--- src/rtl/decompress_feeder.sv ---
// Fetches run-length pairs from RAM and feeds them one at a time to the decompress handler.
// Optional DECOMP_FEEDER_EOS_EN: a pair whose run length is zero ends the stream.
module decompress_feeder #(
    parameter int ADDR_W = 16,
    parameter int CNT_W  = 16
) (
    input  logic              clk,
    input  logic              rst,
    input  logic              start,
    input  logic [ADDR_W-1:0] src_base,
    input  logic [CNT_W-1:0]  pair_count,
    input  logic [31:0]       dst_byte_init,
    input  logic [2:0]        dst_bit_init,
    output logic              ram_rd,
    output logic [ADDR_W-1:0] ram_addr,
    input  logic [7:0]        ram_rdata,
    output logic [7:0]        in1,
    output logic [7:0]        in2,
    output logic              work,
    output logic [31:0]       byteIndx,
    output logic [2:0]        bitIndx,
    input  logic              hnd_done,
    input  logic [31:0]       newByteIndx,
    input  logic [2:0]        newBitIndx,
    output logic              busy,
    output logic              done,
    output logic [CNT_W-1:0]  pairs_done
);

    typedef enum logic [3:0] {
        IDLE, RD1, CAP1, RD2, CAP2, ISSUE, WAIT, GAP, FIN
    } state_t;

    state_t             state;
    logic [ADDR_W-1:0]  ptr;
    logic [CNT_W-1:0]   count;

    always_ff @(posedge clk) begin
        if (rst) begin
            state      <= IDLE;
            ptr        <= '0;
            count      <= '0;
            ram_rd     <= 1'b0;
            ram_addr   <= '0;
            in1        <= '0;
            in2        <= '0;
            work       <= 1'b0;
            byteIndx   <= '0;
            bitIndx    <= '0;
            busy       <= 1'b0;
            done       <= 1'b0;
            pairs_done <= '0;
        end else begin
            ram_rd <= 1'b0;
            done   <= 1'b0;
            case (state)
                IDLE: if (start) begin
                    ptr        <= src_base;
                    count      <= pair_count;
                    byteIndx   <= dst_byte_init;
                    bitIndx    <= dst_bit_init;
                    pairs_done <= '0;
                    busy       <= 1'b1;
                    // An empty stream passes through GAP, whose count compare sends it straight to FIN.
                    if (pair_count == '0) begin
                        state <= GAP;
                    end else begin
                        state    <= RD1;
                        ram_rd   <= 1'b1;
                        ram_addr <= src_base;
                    end
                end
                RD1: state <= CAP1;
                CAP1: begin
                    in1      <= ram_rdata;
                    ptr      <= ptr + 1'b1;
                    ram_rd   <= 1'b1;
                    ram_addr <= ptr + 1'b1;
                    state    <= RD2;
                end
                RD2: state <= CAP2;
                CAP2: begin
                    in2 <= ram_rdata;
                    ptr <= ptr + 1'b1;
`ifdef DECOMP_FEEDER_EOS_EN
                    if (ram_rdata == 8'd0) begin
                        state <= FIN;
                        done  <= 1'b1;
                        busy  <= 1'b0;
                    end else begin
                        state <= ISSUE;
                        work  <= 1'b1;
                    end
`else
                    state <= ISSUE;
                    work  <= 1'b1;
`endif
                end
                ISSUE: state <= WAIT;
                WAIT: if (hnd_done) begin
                    byteIndx   <= newByteIndx;
                    bitIndx    <= newBitIndx;
                    pairs_done <= pairs_done + 1'b1;
                    work       <= 1'b0;
                    state      <= GAP;
                end
                GAP: begin
                    if (pairs_done == count) begin
                        state <= FIN;
                        done  <= 1'b1;
                        busy  <= 1'b0;
                    end else begin
                        state    <= RD1;
                        ram_rd   <= 1'b1;
                        ram_addr <= ptr;
                    end
                end
                FIN:     state <= IDLE;
                default: state <= IDLE;
            endcase
        end
    end

endmodule

--- config.mk ---
export PLATFORM = sky130hd
export DESIGN_NAME = decompress_feeder
export DESIGN_NICKNAME = d
export VERILOG_FILES = /design/src/rtl/decompress_feeder.sv
export SDC_FILE = /design/constraint.sdc
export NUM_CORES = 1
export LEC_CHECK = 0
export ABC_AREA = 0
export BUFFER_PORTS_ARGS = -buffer_cell sky130_fd_sc_hd__buf_4
export CAP_MARGIN = 20
export CORE_MARGIN = 5
export CORE_UTILIZATION = 45
export CTS_BUF_LIST = sky130_fd_sc_hd__clkbuf_8 sky130_fd_sc_hd__clkbuf_16
export CTS_CLUSTER_DIAMETER = 80
export DETAILED_ROUTE_END_ITERATION = 8
export GPL_TIMING_DRIVEN = 0
export PLACE_DENSITY = 0.82
export SLEW_MARGIN = 15
export SYNTH_ARGS = -nofsm -noshare
export SYNTH_HDL_FRONTEND = slang
export SYNTH_SLANG_ARGS = --single-unit
--- constraint.sdc ---
create_clock -name clk -period 3.9 [get_ports clk]
set_clock_uncertainty 0.2 [all_clocks]
set_input_delay 0.975 -clock clk [delete_from_list [all_inputs] [get_ports clk]]
set_output_delay 0.975 -clock clk [all_outputs]
set_load 0.05 [all_outputs]
==> results of run 1 <==
-- worst reg2reg max path: stages (launching register included) --
cell and delay (ns):
dfxtp_1 0.44, ha_1 0.18, clkbuf_1 0.32, nand4_1 0.29, or3_1 0.41, a21oi_1 0.15, o211ai_1 0.10, o221a_2 0.26
-- synthesized netlist by cell type (10+ instances only) --
| cell type | number |
|---|---|
| xor2_1 | 20 |
| o21ai_0 | 20 |
| dfxtp_1 | 123 |
| nor3_1 | 16 |
| nor2_1 | 88 |
| a211oi_1 | 36 |
| xnor2_1 | 17 |
| buf_2 | 14 |
| mux2i_1 | 39 |
| a21oi_1 | 60 |
| nor4_1 | 12 |
| nand3_1 | 11 |
| clkbuf_1 | 25 |
| nand2_1 | 91 |
| inv_1 | 12 |
| a22oi_1 | 10 |
-- kinds of logic (layout without fill, tap and decap cells) --
group,after synthesis,in the layout
simple gates,258,258
compound gates,179,179
flops,123,123
buf+inv,70,301
mux,40,40
xor+xnor,39,39
fa+ha+maj,2,2
-- worst max path at each step --
stage | start | end | slack, ns | cells after the start
after detailed placement | pair_count[10] | ram_addr[13]$_SDFFE_PP0P_ | 0.90 | 8
final | pair_count[10] | ram_addr[14]$_SDFFE_PP0P_ | 1.27 | 8
after global placement | pair_count[10] | ram_addr[14]$_SDFFE_PP0P_ | 0.92 | 8
after floorplan | pair_count[2] | ram_addr[11]$_SDFFE_PP0P_ | 1.34 | 7
after global routing | pair_count[10] | ram_addr[8]$_SDFFE_PP0P_ | 1.19 | 8
after CTS | pair_count[10] | ram_addr[8]$_SDFFE_PP0P_ | 1.33 | 8
-- sequential cells by signal (all words and copies together), names as in the netlist --
name,flops
pairs_done,16
ram_rd,1
count,16
done,1
ptr,16
bitIndx,3
work,1
in2,8
state,4
ram_addr,16
byteIndx,32
busy,1
in1,8
-- through the flow --
step	util [%]	hold WS [ns]	total power, µW	worst slack (ns)	instances
6_report	63.0	0.254	3870	1.27	1118
5_1_grt	63.0	0.271	4030	1.19	1118
4_1_cts	63.0	0.256	3890	1.33	1118
3_5_place_dp	58.9	0.248	2440	0.903	1086
3_3_place_gp	58.9	0.244	2420	0.918	1086
2_1_floorplan	-	0.248	2100	1.34	711
-- area by class of cell --
class / count / area (µm²) / share of cell area (%)
multi-input combinational: 518 / 3290 / 39.3
sequential: 123 / 2460 / 29.4
timing repair buffer: 199 / 1490 / 17.8
clock buffer: 20 / 467 / 5.57
buffer: 58 / 314 / 3.75
tap: 176 / 220 / 2.63
clock inverter: 12 / 83.8 / 1.00
inverter: 12 / 45.0 / 0.537
-- power by group --
group | total (µW) | switching, µW | leakage (µW) | internal [µW]
combinational | 982 | 628 | 0.00216 | 354
sequential | 1440 | 73.1 | 0.00101 | 1370
clock | 1450 | 542 | 0.000288 | 908
total | 3870 | 1240 | 0.00346 | 2630
-- per-layer routing --
metal | global-route usage [%] | vias up
li1 | - | 2978
met1 | 27.9 | 2814
met2 | 38.1 | 308
met3 | 7.27 | 50
met4 | 10.4 | 0
met5 | 0 | -
==> results.cfg, run 1 <==
[drt]
antenna_left = 0
dr_wl_met3_um = 1950
drc = 0
met1Wirelength_um = 7400
highest_layer = met4
wire_per_inst_um = 17.1
wl_um = 19100
routed_via_density = 5.50
drt_iter0_drc = 561
first_pass_iters = 5
dr_wl_met2_um = 9110
dr_total_vias = 6150

[grt]
grt_pass1_vias = 5964
grt_pass1_wl_um = 29800
antenna_found_initial = 0
grt_start_max_net_pins = 17
grt_use_total_pct = 23.2
grt_overflow = 0

[worst_setup_path]
reg2reg_depth = 7
r2r_start = ptr[0]$_SDFFE_PP0P_
path_class = input port to flip-flop
r2r_end = ram_addr[12]$_SDFFE_PP0P_
crit_path_max_fanout = 10
cp_data_required_time_ns = 4.00
reg2reg_setup_slack_ns = 1.43
cp.buffers_inverters = 3
endpoint_kind = flip-flop
cp.arrival_ns = 2.73
path_cells = buf_4 > nor4_1 > and4_1 > buf_2 > o21ai_4 > o21a_4 > buf_6 > o221a_2
crit_family = simple AND/OR/NAND/NOR gates
cp-start-kind = input port
cp_slowest_cell = nor4_1
critPathMaxStageDelay_ns = 0.46

[sta]
rsz0062_at_grt = false
period_share_pct = 67.5
slew-limit-headroom_pct = 53.5
slew_viol_final = 0
worstMarginPinSlew_ns = 0.697
hold_viol = 0
fmax_ghz = 0.380
setup_viol = 0
min_period_ns = 2.63
finalSetupTns_ns = 0

[power_and_ir_drop]
powerDensity_mw_per_mm2 = 462
p_leak_uw = 0.00346
vdd_ir_drop_max_mv = 0.280

[hold_path]
hold_class = flip-flop to flip-flop
hold_end = in1[1]$_SDFFE_PP0P_
min_path_cells = 2
min_from = in1[1]$_SDFFE_PP0P_

[cells_and_area]
final_nets = 1045
drive_above_1_share_pct = 30.0
final_common_cell = buf_4
antennaDiodeCount = 0
fill_cells = 1178
area_delta_synth_final_pct = 37.0
fin_area_mm2 = 0.00838
layout_common_cells = buf_4 (208), dfxtp_1 (123), nand2_1 (91), nor2_1 (88), a21oi_1 (60)

[clock_tree]
cts.root.buffer_cell = clkbuf_16
cts_max_level = 4
cts.repair.resized = 0
clock_latency_ns = 0.41
clkSinkCount = 123
post_cts_buffers = 0
cts_tree = built
path_clk_slew_ns = 0.05
holdBufCountCts = 0
cts_buffer_depth = 2
cts_made_buffers = 17

[synth]
synth_cell_types = 62
avgSynthCellArea_um2 = 8.60
yosys.area_share.simple_pct = 21.0
synth_top_area_share_pct = 40.3
async_flop_share_pct = 0
ys.flop_type = dfxtp_1
syn_inst = 711
synth_compound_area_share_pct = 20.1
yosysWarnings = 0
synth_edf_count = 0
seq_area_frac_synth_pct = 40.3
synth_fp_nets = 827
synth.area.top_cells = dfxtp_1 (40%), mux2i_1 (6.4%), nand2_1 (5.6%), nor2_1 (5.4%), a21oi_1 (4.9%)
synth-xor-area-share_pct = 5.83
synth_area_leader_cell = dfxtp_1
synth_seq_cells = 123
synth_top_family_by_area = simple AND/OR/NAND/NOR gates
synth_fa_ha_area_share_pct = 0.409
synthMuxAreaShare_pct = 6.57
netlist_area_mm2 = 0.00612

[run_status]
status = finished, final reports clean

[floorplanning]
coreArea_mm2 = 0.0133
num_rows = 42
die_x_um = 127
dieArea_mm2 = 0.0160
die_y_um = 127
boundaryPins = 201
start_util_pct = 46.0

[run]
cap_violations = 0

[place]
gp_congestion = 0.956
place_hpwl_um = 14400
placed_area_mm2 = 0.00783
port-buffer-count = 199
Note: power is estimated with default switching activity, not from simulation.
==> run 2, diff against run 1 <==
--- a/config.mk
+++ b/config.mk
@@ -14,7 +14,7 @@
 export CTS_CLUSTER_DIAMETER = 80
 export DETAILED_ROUTE_END_ITERATION = 8
 export GPL_TIMING_DRIVEN = 0
-export PLACE_DENSITY = 0.82
+export PLACE_DENSITY = 0.85
 export SLEW_MARGIN = 15
 export SYNTH_ARGS = -nofsm -noshare
 export SYNTH_HDL_FRONTEND = slang
==> constraint.sdc (replaced) <==
create_clock -name clk -period 2.4 [get_ports clk]
set_clock_uncertainty 0.2 [all_clocks]
set_input_delay 0.6 -clock clk [delete_from_list [all_inputs] [get_ports clk]]
set_output_delay 0.6 -clock clk [all_outputs]
set_load 0.05 [all_outputs]
==> run 2 against run 1 <==
  * Critical path depth shrank 2
  * Routed wire length up 1.5%
  * Power rose by 69%
  * Worst hold slack lost 0.0077 ns
  * Cell count is the same
  * Core utilization up 0.59 points
  * Worst setup slack worse by 1.2 ns
  * Combinational power rose by 63%
  * Cell area up 0.94%
  * Sequential share of layout area shrank 0.27 points
  * Global-route usage rose by 0.24 points
  * First-iteration DRC count fell by 9.3%
  * Critical path type is now flip-flop to flip-flop
  * Critical endpoint is now ram_addr[12]$_SDFFE_PP0P_
==> results.cfg, run 2 (synthesis results as in run 1) <==
[grt]
grtUsageMet3_pct = 7.78
met1_usage_pct = 28.3
use_met2_pct = 37.8
antenna_found_initial = 0
grt_pass1_wl_um = 30100
grt_use_total_pct = 23.4
grt_start_max_net_pins = 17
busiest_layer = met2
grt_pass1_vias = 5942
grt_overflow = 0

[clock_tree]
clock_latency_ns = 0.41
path_clk_slew_ns = 0.06
cts_tree = built
clkSinkCount = 123
cts_max_level = 4
cts_buffer_depth = 2
cts_made_buffers = 17
holdBufCountCts = 0
cts.root.buffer_cell = clkbuf_16

[power_and_ir_drop]
vdd_ir_drop_max_mv = 0.596
p_leak_uw = 0.00348
powerDensity_mw_per_mm2 = 773
p_total_uw = 6530

[drt]
first_pass_iters = 6
dr_total_vias = 6230
wl_um = 19400
antenna_left = 0
drc = 0
drt_iter0_drc = 509
routed_via_density = 5.57
wire_per_inst_um = 17.3

[sta]
fmax_ghz = 0.432
period_share_pct = 96.4
worstMarginPinSlew_ns = 0.677
min_period_ns = 2.31
slew-limit-headroom_pct = 54.4
worst_slack_ns = 0.0873
setup_viol = 0
hold-worst-slack_ns = 0.247
rsz0062_at_grt = false
slew_viol_final = 0
hold_viol = 0

[cells_and_area]
antennaDiodeCount = 0
final_common_cell = buf_4
layout_common_cells = buf_4 (210), dfxtp_1 (123), nand2_1 (91), nor2_1 (88), a21oi_1 (60)
drive_above_1_share_pct = 31.1
fin_area_mm2 = 0.00846
final_nets = 1045
regMostFlops = byteIndx
area_delta_synth_final_pct = 38.3
largest_reg_flops = 32

[worst_setup_path]
cp_data_required_time_ns = 2.50
path_class = flip-flop to flip-flop
r2r_end = ram_addr[12]$_SDFFE_PP0P_
cp.arrival_ns = 2.41
cp-start-kind = flip-flop
cp.buffers_inverters = 0
crit_path_max_fanout = 9
r2r_start = ptr[0]$_SDFFE_PP0P_
crit_start = ptr[0]$_SDFFE_PP0P_
reg2reg_depth = 6
reg2reg_setup_slack_ns = 0.09
critPathMaxStageDelay_ns = 0.45
cp_slowest_cell = dfxtp_1
path_cells = ha_2 > nand4_1 > or3_1 > a21oi_1 > o211ai_1 > o221a_2
crit_family = simple AND/OR/NAND/NOR gates
endpoint_kind = flip-flop

[place]
place_hpwl_um = 14600
gp_congestion = 0.943
placed_area_mm2 = 0.00783
port-buffer-count = 199
pre_cts_ws_ns = -0.205

[hold_path]
hold_end = in1[6]$_SDFFE_PP0P_
min_path_cells = 3
min_from = ram_rdata[6]
hold_class = input port to flip-flop

[run_status]
status = finished, final reports clean

[floorplanning]
dieArea_mm2 = 0.0160
num_rows = 42
boundaryPins = 201
coreArea_mm2 = 0.0133
die_x_um = 127
start_util_pct = 46.0
die_y_um = 127

[run]
cap_violations = 0
run 2: how the worst max path moves through the flow:
stage,endpoint,slack [ns],cells after the start
after floorplan,ram_addr[11]$_SDFFE_PP0P_,0.04,6
after global placement,ram_addr[14]$_SDFFE_PP0P_,-0.20,8
after detailed placement,ram_addr[11]$_SDFFE_PP0P_,-0.20,8
after CTS,ptr[0]$_SDFFE_PP0P_,0.01,7
after global routing,ptr[14]$_SDFFE_PP0P_,0.004,7
final,ram_addr[12]$_SDFFE_PP0P_,0.09,6
run 2: cell type report:
type | instances | area (µm²)
inverters | 12 | 45.0
repair buffers | 201 | 1510
clock buffers | 19 | 453
well taps | 176 | 220
multi-input cells | 518 | 3310
fillers | 1142 | 4840
clock inverters | 13 | 150
flip-flops and latches | 123 | 2460
plain buffers | 56 | 308
run 2: per-stage QoR:
| stage | util [%] | setup TNS [ns] | std cells |
|---|---|---|---|
| 4_1_cts | 63.4 | 0 | 1117 |
| 3_3_place_gp | 58.9 | -6.35 | 1086 |
| 2_1_floorplan | - | 0 | 711 |
| 6_report | 63.6 | 0 | 1118 |
| 3_5_place_dp | 58.9 | -8.90 | 1086 |
| 5_1_grt | 63.6 | 0 | 1118 |
run 2: routing by layer:
layer,vias up,routed length (µm)
met1,2868,7510
met4,0,510
met5,-,0
li1,2972,-
met3,40,2140
met2,350,9230
run 2: power breakdown:
group,internal [µW],switching [µW],total [µW]
Sequential,2220,123,2340
Clock,1670,917,2590
Combinational,580,1020,1600
Total,4470,2060,6530
run 2: what timing repair did:
item	in CTS	in global routing
buffers inserted	0	2
endpoints found under the setup margin	1	19
gates resized for setup	0	6
run 2: worst register-to-register path, delay by kind of cell (launching register included):
family                     cells  cell delay (ns)
adders and majority gates      1             0.33
and+or+nand+nor                2             0.69
DFF                            1             0.45
AOI/OAI and AO/OA              3             0.52
